[src/rtl/seg7_scan_decoder.sv]
// rtl/seg7_scan_decoder.sv - seven-segment scan bus monitor: per-digit stability filter, decode, frame assembly
module seg7_scan_decoder #(
  parameter int STABLE_CYCLES  = 8,
  parameter int TIMEOUT_CYCLES = 1000000
) (
  input  logic        clk,
  input  logic        rst_n,
  input  logic [3:0]  an,
  input  logic [6:0]  seg,
  output logic [15:0] value,
  output logic        frame_valid,
  output logic        frame_err,
  output logic        stale
);

  localparam int CW = ($clog2(STABLE_CYCLES + 1) > 8) ? $clog2(STABLE_CYCLES + 1) : 8;
  localparam int TW = $clog2(TIMEOUT_CYCLES + 1);
  localparam logic [CW-1:0] STABLE_MAX  = CW'(STABLE_CYCLES);
  localparam logic [CW-1:0] CAPTURE_AT  = CW'(STABLE_CYCLES - 1);
  localparam logic [TW-1:0] TIMEOUT_MAX = TW'(TIMEOUT_CYCLES);

  logic [3:0]    an_q, an_p;
  logic [6:0]    seg_q, seg_p;
  logic [CW-1:0] cnt, cnt_next;
  logic [3:0]    slot_code [4];
  logic [3:0]    slot_unk, unk_next;
  logic [3:0]    seen, seen_next;
  logic [TW-1:0] st_cnt;
  logic          sel_valid, same, capture, complete;
  logic [1:0]    sel_idx;
  logic [3:0]    dec_code;
  logic          dec_unk;

  // Returns {unknown, code}; unknown patterns decode to code 0.
  function automatic logic [4:0] decode(input logic [6:0] s);
    case (s)
      7'b1000000: decode = 5'h00;
      7'b1111001: decode = 5'h01;
      7'b0100100: decode = 5'h02;
      7'b0110000: decode = 5'h03;
      7'b0011001: decode = 5'h04;
      7'b0010010: decode = 5'h05;
      7'b0000010: decode = 5'h06;
      7'b1111000: decode = 5'h07;
      7'b0000000: decode = 5'h08;
      7'b0011000: decode = 5'h09;
      7'b0001000: decode = 5'h0a;
      7'b0000011: decode = 5'h0b;
      7'b1000110: decode = 5'h0c;
      7'b0100001: decode = 5'h0d;
      7'b0000100: decode = 5'h0e;
      7'b1111111: decode = 5'h0f;
      default:    decode = 5'h10;
    endcase
  endfunction

  assign {dec_unk, dec_code} = decode(seg_q);

  always_comb begin
    sel_valid = 1'b1;
    sel_idx   = 2'd0;
    case (an_q)
      4'b1110: sel_idx = 2'd0;
      4'b1101: sel_idx = 2'd1;
      4'b1011: sel_idx = 2'd2;
      4'b0111: sel_idx = 2'd3;
      default: sel_valid = 1'b0;
    endcase
  end

  assign same = (an_q == an_p) && (seg_q == seg_p);

  always_comb begin
    cnt_next = '0;
    if (sel_valid) begin
      if (!same)
        cnt_next = CW'(1);
      else if (cnt == STABLE_MAX)
        cnt_next = cnt;
      else
        cnt_next = cnt + 1'b1;
    end
  end

  // The counter trails the sample register by one cycle, so the dwell is
  // complete one count early; this keeps pin-to-capture at STABLE_CYCLES.
  assign capture  = sel_valid && (cnt_next == CAPTURE_AT);
  assign complete = (seen == 4'hF);

  always_comb begin
    seen_next = complete ? 4'h0 : seen;
    unk_next  = complete ? 4'h0 : slot_unk;
    if (capture) begin
      seen_next[sel_idx] = 1'b1;
      unk_next[sel_idx]  = dec_unk;
    end
  end

  always_ff @(posedge clk) begin
    if (!rst_n) begin
      an_q        <= 4'hF;
      an_p        <= 4'hF;
      seg_q       <= 7'h7F;
      seg_p       <= 7'h7F;
      cnt         <= '0;
      seen        <= 4'h0;
      slot_unk    <= 4'h0;
      value       <= 16'h0000;
      frame_valid <= 1'b0;
      frame_err   <= 1'b0;
      st_cnt      <= '0;
      for (int i = 0; i < 4; i++)
        slot_code[i] <= 4'h0;
    end else begin
      an_q        <= an;
      seg_q       <= seg;
      an_p        <= an_q;
      seg_p       <= seg_q;
      cnt         <= cnt_next;
      seen        <= seen_next;
      slot_unk    <= unk_next;
      frame_valid <= complete;
      if (capture)
        slot_code[sel_idx] <= dec_code;
      if (complete) begin
        value     <= {slot_code[3], slot_code[2], slot_code[1], slot_code[0]};
        frame_err <= |slot_unk;
        st_cnt    <= '0;
      end else if (st_cnt != TIMEOUT_MAX) begin
        st_cnt <= st_cnt + 1'b1;
      end
    end
  end

  assign stale = (st_cnt == TIMEOUT_MAX);

endmodule

[config.mk]
export PLATFORM = sky130hd
export DESIGN_NAME = seg7_scan_decoder
export DESIGN_NICKNAME = d
export VERILOG_FILES = /design/src/rtl/seg7_scan_decoder.sv
export SDC_FILE = /design/constraint.sdc
export NUM_CORES = 1
export LEC_CHECK = 0
export ABC_CLOCK_PERIOD_IN_PS = 2750
export BUFFER_PORTS_ARGS = -buffer_cell sky130_fd_sc_hd__buf_2
export CELL_PAD_IN_SITES_DETAIL_PLACEMENT = 0
export CELL_PAD_IN_SITES_GLOBAL_PLACEMENT = 2
export CORE_UTILIZATION = 37
export CTS_CLUSTER_DIAMETER = 150
export DETAILED_ROUTE_END_ITERATION = 8
export PLACE_DENSITY_LB_ADDON = 0.05
export SYNTH_ARGS = -nofsm -noshare
export SYNTH_HDL_FRONTEND = slang
export SYNTH_SLANG_ARGS = --single-unit
[constraint.sdc]
create_clock -name clk -period 2.75 [get_ports clk]
set_clock_uncertainty 0.1 [all_clocks]
set_input_delay 0.55 -clock clk [delete_from_list [all_inputs] [get_ports clk]]
set_output_delay 0.55 -clock clk [all_outputs]
set_load 0.1 [all_outputs]
==> metrics.md, run 1 <==
| Metric | Value |
|---|---|
| Syn Inst Count | 455 |
| Critical path startpoint | st_cnt[0]$_SDFFE_PP0N_ |
| Count of pins over their slew limit | 0 |
| Asr flop ratio synth | 0 |
| Critical path type | register to output pin |
| Drt total wl | 8557 um |
| Leak Pwr | 1.744 nW |
| Post-synthesis sequential area ratio | 0.4829 |
| Routed Antenna Nets | 0 |
| Largest net degree at the start of global routing | 28 |
| Worst skew pair latency | 0.37 ns |
| Hold Crit Start | seg[1] |
| Final hold vios | 0 |
| Gr usage total | 0.1597 |
| Number of enable flip-flop cells after synthesis | 16 |
| Longest Clk Path Bufs | 2 |
| Global placement routability congestion | 0.7666 |
| Post-layout net count | 501 |
| Layout cells sized above 1 | 0.1391 |
| Req. time, crit path | 2.10 ns |
| Antenna violations before repair | 0 |
| Root Buffer | clkbuf_8 |
| First-pass GRT wire length | 14480 um |
| CTS Hold Buffers Added | 0 |
| CTS tree | done |
| Drt pass-1 iters | 4 |
| R2r startpoint | cnt[0]$_SDFF_PN0_ |
| H-tree depth | 3 |
| Fin crit share | 0.9465 |
| CP Max Fanout | 5 |
| Primary FF master, synth | dfxtp_1 |
| Yosys reg bits | 92 |
| Total gr overflow | 0 |
| Diode count | 0 |
| Clk pin slew, worst setup/hold paths | 0.09 ns |
| YS warnings | 0 |
| Startpoint types | register |
| Total design power | 2.475 mW |
| Max transition margin | 0.3957 |
| Vias | 3187 |
| Clk sink count | 92 |
| Max Fclk | 384.2 MHz |
| Most common cell after layout, fill and taps aside | dfxtp_1 |
| Status | finished clean |
| Hold WS | 0.2613 ns |
| DR WL/cell | 13.60 um |
| # rows | 38 |
| Vias in the first global route | 2963 |
| # DRC | 0 |
| Worst IR Drop VDD | 0.0003660 V |
| Setup TNS | 0 ns |
| Syn Std Cell Area | 4145 um2 |
| Starting Density | 0.3807 |
| Most frequent cells in the layout | dfxtp_1, nand2_1, nor2_1 |
| Worst slew pin tran | 0.8950 ns |
| Worst setup EP type | output pin |
| 1st-iter DRT viols | 157 |
| Syn nets | 472 |
| IO Pins | 32 |
| Power per Cell Area | 529.7 nW/um2 |
| Port Buffers | 31 |
| Max-Cap Viols | 0 |
| DIE HEIGHT | 107.8 um |
| Full die area | 11630 um2 |
| Cts bufs inserted | 9 |
| Unique masters post-synth | 53 |
| HP Class | input pin to register |
| Layout overhead on the synthesized area | 12.71% |
| Hpwl dp | 6019 um |
| Period minus WS final | 2.603 ns |
| Die X | 107.8 um |
| Setup Viol. Count Final | 0 |
| CP arrival | 1.95 ns |
| Core footprint | 10890 um2 |
| Unrepaired setup endpoints after global routing | no |
| Post-Syn Area per Cell | 9.110 um2 |
| Vias per std cell | 5.067 |
==> worst paths after layout <==
path / slack (ns) / depth (start not counted) / endpoint
setup reg to reg: 0.24 / 6 / slot_code[2][1]$_SDFFCE_PN0P_
hold reg to reg: 0.35 / 2 / value[7]$_SDFFE_PN0P_
hold / removal: 0.26 / 2 / seg_q[1]$_SDFF_PN1_
setup / recovery: 0.15 / 5 / stale
==> Yosys cell counts (4+ instances only) <==
master    number  area share
a21oi_1       26       0.031
clkbuf_1      17       0.015
xnor2_1       26       0.055
a211oi_1       4      0.0072
edfxtp_1      16        0.12
and4_1         4      0.0085
nand3b_1       5      0.0091
nand2_1       59       0.053
nor3b_1        5      0.0091
mux2i_1        6       0.014
nand2b_1      21       0.032
nor4_1        19       0.029
nand4b_1       4      0.0085
nor2_1        31       0.028
nor3_1        10       0.012
nand4_1       10       0.015
xor2_1        11       0.023
and3_1         6      0.0091
inv_1         11       0.010
dfxtp_1       76        0.37
nand3_1       29       0.035
ha_1           4       0.012
buf_2          8      0.0097
nor2b_1        7       0.011
==> through the flow <==
stage,instances,area [um2],util,setup slack [ns]
6_report,629,4672,0.4291,0.1471
2_1_floorplan,455,4160,-,0.05127
4_1_cts,629,4668,0.4288,0.07027
3_5_place_dp,613,4476,0.4111,0.1987
5_1_grt,629,4672,0.4291,0.003792
3_3_place_gp,613,4476,0.4111,0.2487
==> cell type report <==
cell class	instances	area [um2]
sequential	92	2002
clock buffer	9	123.9
fill	1098	6216
clock inverter	7	66.31
timing repair buffer	46	274.0
multi-input combinational	324	1989
tap	140	175.2
inverter	11	41.29
==> repair_timing <==
action,in CTS,in global routing
gates resized for setup,1,1
endpoints found under the setup margin,1,1
buffers inserted,0,0
cloned,0,0
==> power breakdown <==
group	leakage [nW]	internal [mW]	total [mW]	switching, mW
logic	0.866	0.0686	0.160	0.0910
registers	0.785	1.39	1.43	0.0314
clock network	0.0923	0.416	0.890	0.474
total	1.74	1.88	2.47	0.597
==> registers in the layout (all words and copies together) (netlist names) <==
register	flops
cnt	8
an_q	4
frame_valid	1
st_cnt	20
seen	4
seg_q	7
seg_p	7
an_p	4
value	16
frame_err	1
slot_code	16
slot_unk	4
==> cell families (layout without fill, tap and decap cells) <==
logic type	Yosys count	after routing	synth area share
AOI/OAI and AO/OA	52	52	0.08120
xor gates and xnor gates	37	37	0.07818
adders and majority gates	4	4	0.01207
buffers and inverters	39	73	0.04075
DFF	92	92	0.4829
muxes	6	6	0.01449
and+or+nand+nor	225	225	0.2904
==> layer usage <==
metal / up-vias / GRT usage / wire, um
met4: 0 / 0.05284 / 116
met5: - / 0 / 0
li1: 1654 / - / -
met1: 1484 / 0.2192 / 4411
met2: 38 / 0.2445 / 3793
met3: 11 / 0.03874 / 235
==> critical path, cell delays in order (launching register included) <==
cell     delay (ns)
dfxtp_1        0.37
inv_1          0.08
ha_1           0.13
or4bb_1        0.54
nor4_4         0.20
buf_6          0.27
(Power assumes the default switching activity.)
==> run 2, diff against run 1 <==
--- a/config.mk
+++ b/config.mk
@@ -12,6 +12,7 @@
 export CORE_UTILIZATION = 37
 export CTS_CLUSTER_DIAMETER = 150
 export DETAILED_ROUTE_END_ITERATION = 8
+export MAX_ROUTING_LAYER = met4
 export PLACE_DENSITY_LB_ADDON = 0.05
 export SYNTH_ARGS = -nofsm -noshare
 export SYNTH_HDL_FRONTEND = slang
==> run 2 against run 1 <==
Compared with the run above: flip-flop and latch count unchanged; non-clock buffer count is the same; clock power down 0.4%; total power is 0.15% lower; cell area stayed put; global-route usage is 0.45 points higher; cell count is the same; critical endpoint unchanged; highest routed layer unchanged.
==> metrics.md, run 2 (same netlist as run 1, synthesis figures left out) <==
| Metric | Value |
|---|---|
| Status | finished clean |
| Antenna violations before repair | 0 (unchanged) |
| Fin crit share | 0.9397 (-0.006841) |
| Worst slew pin tran | 0.9304 ns (+0.03537 ns) |
| Most frequent cells in the layout | dfxtp_1, nand2_1, nor2_1 |
| Count of pins over their slew limit | 0 (unchanged) |
| Die X | 107.8 um (unchanged) |
| Clk sink count | 92 (unchanged) |
| Cts bufs inserted | 9 (unchanged) |
| CP arrival | 1.93 ns (-0.02 ns) |
| Internal | 1.878 mW (about the same) |
| Power per Cell Area | 528.9 nW/um2 (-0.15%) |
| Longest Clk Path Bufs | 2 (unchanged) |
| Period minus WS final | 2.584 ns (-0.01881 ns) |
| First-pass GRT wire length | 14480 um (unchanged) |
| CP Max Fanout | 5 (unchanged) |
| Full die area | 11630 um2 (unchanged) |
| Root Buffer | clkbuf_8 |
| Req. time, crit path | 2.10 ns (about the same) |
| Post-Layout Cell Count | 629 (unchanged) |
| Post-layout net count | 501 (unchanged) |
| Worst IR Drop VDD | 0.0003652 V (-0.24%) |
| Starting Density | 0.3807 (unchanged) |
| Max transition margin | 0.3719 (-0.02388) |
| Final WS setup | 0.1659 ns (+0.01881 ns) |
| Routed Antenna Nets | 0 (unchanged) |
| Largest regs | st_cnt x20, slot_code x16, value x16 |
| Total gr overflow | 0 (unchanged) |
| Top reg by flops | st_cnt |
| Layout overhead on the synthesized area | 12.71% (unchanged) |
| Clock power frac | 0.359 (about the same) |
| Core footprint | 10890 um2 (unchanged) |
| Setup Viol. Count Final | 0 (unchanged) |
| Switching Power | 0.5929 mW (-0.62%) |
| CTS Hold Buffers Added | 0 (unchanged) |
| Hold WS | 0.2620 ns (+0.0006380 ns) |
| HP Class | input pin to register |
| Port Buffers | 31 (unchanged) |
| Placed insts | 613 (unchanged) |
| Sw frac | 0.2399 (-0.001120) |
| 1st-iter DRT viols | 161 (+2.5%) |
| Max Fclk | 387.0 MHz (+0.73%) |
| Max-Cap Viols | 0 (unchanged) |
| Largest register FFs | 20 (unchanged) |
| Vias in the first global route | 2970 (+0.24%) |
| Worst setup EP type | output pin |
| Fin area | 4672 um2 (unchanged) |
| CTS tree | done |
| Diode count | 0 (unchanged) |
| IO Pins | 32 (unchanged) |
| Final core utilization | 0.4291 (unchanged) |
| Final hold vios | 0 (unchanged) |
| Critical path type | register to output pin |
| Vias per std cell | 5.076 (+0.19%) |
| Startpoint types | register |
| Pre-CTS setup slack | 0.1987 ns (unchanged) |
| Area after DPL | 4476 um2 (unchanged) |
| Hpwl dp | 6019 um (unchanged) |
| Total design power | 2.471 mW (-0.15%) |
| Combinational power share | 0.065 (about the same) |
| Post-CTS Repair Setup Buffers | 0 (unchanged) |
| # rows | 38 (unchanged) |
| Worst skew pair latency | 0.37 ns (about the same) |
| Setup TNS | 0 ns (unchanged) |
| Unrepaired setup endpoints after global routing | no |
| Clk pin slew, worst setup/hold paths | 0.09 ns (about the same) |
| Drt pass-1 iters | 4 (unchanged) |
| Vias | 3193 (+0.19%) |
| Most common cell after layout, fill and taps aside | dfxtp_1 |
| Gr usage total | 0.1642 (+0.004469) |
| DIE HEIGHT | 107.8 um (unchanged) |
| Drt total wl | 8517 um (-0.47%) |
| Leak Pwr | 1.744 nW (unchanged) |
| # DRC | 0 (unchanged) |
| Largest net degree at the start of global routing | 28 (unchanged) |
| DR WL/cell | 13.54 um (-0.47%) |
| H-tree depth | 3 (unchanged) |
| Layout cells sized above 1 | 0.1391 (unchanged) |
| Flop pwr share | 0.577 (about the same) |
| Global placement routability congestion | 0.7768 (+1.3%) |
==> run 2: cell counts in the layout (fill, tap and decap cells not counted) <==
Identical to the previous run, type by type.
==> run 2: timing repair <==
item | CTS | global route
resized for setup | 1 | 1
pin swaps | 0 | 0
setup endpoints to repair | 1 | 1
hold endpoints to repair | 0 | 0
==> run 2: critical path, cell delays in order (launching register included) <==
cell     delay (ns)
dfxtp_1        0.36
inv_1          0.07
ha_1           0.13
or4bb_1        0.54
nor4_4         0.20
buf_6          0.27
==> run 2: final cells by class <==
class	instances	area [um2]
timing repair buffer	46	274.0
sequential	92	2002
fill	1098	6216
clock inverter	7	66.31
inverter	11	41.29
multi-input combinational	324	1989
clock buffer	9	123.9
tap	140	175.2
==> run 2: final timing paths <==
path | startpoint | to | slack, ns | cells past startpoint
max | st_cnt[0]$_SDFFE_PP0N_ | stale | 0.17 | 5
min reg2reg | value[7]$_SDFFE_PN0P_ | value[7]$_SDFFE_PN0P_ | 0.35 | 2
max reg2reg | cnt[0]$_SDFF_PN0_ | slot_code[2][1]$_SDFFCE_PN0P_ | 0.20 | 6
min | seg[1] | seg_q[1]$_SDFF_PN1_ | 0.26 | 2
==> run 2: power by group through the flow <==
stage / Sequential [mW] / Clock [mW] / Combinational, mW
after floorplan: 1.44 / 0 / 0.130
after global placement: 1.46 / 0 / 0.161
after detailed placement: 1.46 / 0 / 0.161
after CTS: 1.43 / 0.934 / 0.162
after global routing: 1.43 / 0.983 / 0.180
final: 1.43 / 0.886 / 0.159
==> run 2: per-layer routing <==
metal	wire length, um	global-route usage	vias to the layer above
met4	110	0.05284	0
li1	-	-	1652
met1	4372	0.2184	1485
met2	3791	0.2454	43
met5	0	-	-
met3	243	0.03874	13
==> run 3, diff against run 2 <==
--- a/config.mk
+++ b/config.mk
@@ -9,11 +9,13 @@
 export BUFFER_PORTS_ARGS = -buffer_cell sky130_fd_sc_hd__buf_2
 export CELL_PAD_IN_SITES_DETAIL_PLACEMENT = 0
 export CELL_PAD_IN_SITES_GLOBAL_PLACEMENT = 2
+export CORE_ASPECT_RATIO = 1.25
 export CORE_UTILIZATION = 37
 export CTS_CLUSTER_DIAMETER = 150
 export DETAILED_ROUTE_END_ITERATION = 8
 export MAX_ROUTING_LAYER = met4
-export PLACE_DENSITY_LB_ADDON = 0.05
+export PLACE_DENSITY_LB_ADDON = 0.1
+export SKIP_CTS_REPAIR_TIMING = 1
 export SYNTH_ARGS = -nofsm -noshare
 export SYNTH_HDL_FRONTEND = slang
 export SYNTH_SLANG_ARGS = --single-unit
==> run 3 against run 2 <==
Compared with the run above: critical path depth is the same; routed wire length grew 1.1%; worst setup slack got worse by 0.012 ns; utilization is 2.0 points higher; combinational power hardly changed; critical path type unchanged; largest cell class unchanged; highest routed layer unchanged.
==> metrics.md, run 3 (same netlist as run 1, synthesis figures left out) <==
| Metric | Value |
|---|---|
| End point of the critical path | stale |
| Final hold vios | 0 (unchanged) |
| Vias | 3145 (-1.5%) |
| Pre-CTS setup slack | 0.2236 ns (+0.02494 ns) |
| Period minus WS final | 2.596 ns (+0.01165 ns) |
| Die X | 96.67 um (-10%) |
| Max-Cap Viols | 0 (unchanged) |
| R2r endpoint | slot_code[1][3]$_SDFFCE_PN0P_ |
| CP Max Fanout | 5 (unchanged) |
| R2r startpoint | cnt[0]$_SDFF_PN0_ |
| Drt pass-1 iters | 4 (unchanged) |
| Largest regs | st_cnt x20, slot_code x16, value x16 |
| Count of pins over their slew limit | 0 (unchanged) |
| Worst setup EP type | output pin |
| Max Fclk | 385.2 MHz (-0.45%) |
| Cts bufs inserted | 9 (unchanged) |
| Flop-to-flop setup slack | 0.26 ns (+0.06 ns) |
| DR WL/cell | 13.89 um (+2.6%) |
| # DRC | 0 (unchanged) |
| Vias per std cell | 5.073 (about the same) |
| Layout overhead on the synthesized area | 16.03% |
| Gr usage total | 0.1644 (+0.0002238) |
| Most common cell after layout, fill and taps aside | dfxtp_1 |
| Total design power | 3.022 mW (+22%) |
| H-tree depth | 3 (unchanged) |
| CP arrival | 1.95 ns (+0.02 ns) |
| Antenna violations before repair | 0 (unchanged) |
| Vias in the first global route | 3044 (+2.5%) |
| Unrepaired setup endpoints after global routing | no |
| First-pass GRT wire length | 15010 um (+3.6%) |
| 1st-iter DRT viols | 96 (-40%) |
| Critical-path cell list | inv_1, ha_1, or4bb_1, nor4_4, buf_4 |
| Drt total wl | 8610 um (+1.1%) |
| CTS tree | done |
| Largest stage delay, worst path | 0.53 ns (about the same) |
| Clk pin slew, worst setup/hold paths | 0.06 ns (-0.03 ns) |
| Req. time, crit path | 2.10 ns (about the same) |
| DIE HEIGHT | 120.3 um (+12%) |
| Startpoint types | register |
| Max transition margin | 0.2658 (-0.1061) |
| Global placement routability congestion | 0.7442 (-4.2%) |
| Total gr overflow | 0 (unchanged) |
| Largest register FFs | 20 (unchanged) |
| Largest net degree at the start of global routing | 36 (+29%) |
| Post-layout net count | 500 (-0.20%) |
| Worst IR Drop VDD | 0.0002726 V (-25%) |
| # rows | 42 (+11%) |
| Top reg by flops | st_cnt |
| Setup Viol. Count Final | 0 (unchanged) |
| Reg2Reg Depth | 6 (unchanged) |
| CP max-delay cell | or4bb_1 |
| Port Buffers | 31 (unchanged) |
| Critical path type | register to output pin |
| Layout cells sized above 1 | 0.1414 (+0.002334) |
| Critical path startpoint | st_cnt[0]$_SDFFE_PP0N_ |
| Power per Cell Area | 628.4 nW/um2 (+19%) |
| Fin crit share | 0.9439 (+0.004236) |
| Root Buffer | clkbuf_16 |
| Starting Density | 0.3867 (+0.005954) |
| Clk sink count | 92 (unchanged) |
| Full die area | 11630 um2 (about the same) |
| Fillers | 1107 (+0.82%) |
| Diode count | 0 (unchanged) |
| Hpwl dp | 6070 um (+0.85%) |
| Status | finished clean |
| Longest Clk Path Bufs | 2 (unchanged) |
| HP Class | input pin to register |
| Worst skew pair latency | 0.34 ns (-0.03 ns) |
| Core footprint | 10720 um2 (-1.5%) |
| Leak Pwr | 1.812 nW (+4.0%) |
| Routed Antenna Nets | 0 (unchanged) |
| Final WS setup | 0.1543 ns (-0.01165 ns) |
| Worst slew pin tran | 1.088 ns (+0.1571 ns) |
| IO Pins | 32 (unchanged) |
| Most frequent cells in the layout | dfxtp_1, nand2_1, nor2_1 |
run 3: metrics by stage:
step                area [um2]  hold WS [ns]  setup TNS [ns]    util  instances
detailed placement        4458        0.3444               0  0.4159        604
floorplan                 4160        0.3450               0       -        455
global route              4810        0.2833               0  0.4486        620
finish                    4810        0.2837               0  0.4486        620
CTS                       4807        0.2744       -0.002792  0.4484        620
global placement          4458        0.3411               0  0.4159        604
run 3: worst min path at each step:
stage                     startpoint                    end  slack, ns  cells past startpoint
2_1_floorplan     seen[3]$_SDFF_PN0_     seen[3]$_SDFF_PN0_       0.35                      2
3_3_place_gp   value[4]$_SDFFE_PN0P_  value[4]$_SDFFE_PN0P_       0.34                      2
3_5_place_dp   value[4]$_SDFFE_PN0P_  value[4]$_SDFFE_PN0P_       0.34                      2
4_1_cts                        an[2]     an_q[2]$_SDFF_PN1_       0.27                      2
5_1_grt                       seg[0]    seg_q[0]$_SDFF_PN1_       0.28                      2
6_report                      seg[2]    seg_q[2]$_SDFF_PN1_       0.28                      2
run 3: routing by layer:
layer	track usage	vias to the layer above	wire length (um)
li1	-	1646	-
met1	0.2106	1442	4175
met5	-	-	0
met3	0.02486	11	233
met2	0.2544	46	4015
met4	0.08116	0	186
run 3: cell type report:
class	instances	area (um2)	area share
Sequential cell	92	2002	0.4162
Multi-Input combinational cell	324	1989	0.4136
Timing Repair Buffer	45	262.8	0.05463
Clock buffer	10	239.0	0.04969
Tap cell	132	165.2	0.03434
Clock inverter	6	110.1	0.02289
Inverter	11	41.29	0.008585
run 3: critical path, delay by kind of cell (launching register included):
family                     cells  cell delay (ns)
adders and majority gates      1             0.12
DFF                            1             0.35
and+or+nand+nor                2             0.71
buffers and inverters          2             0.41
run 3: report_power, final:
group | internal (mW) | switching [mW]
combinational | 0.0676 | 0.0899
clock | 0.913 | 0.524
sequential | 1.40 | 0.0318
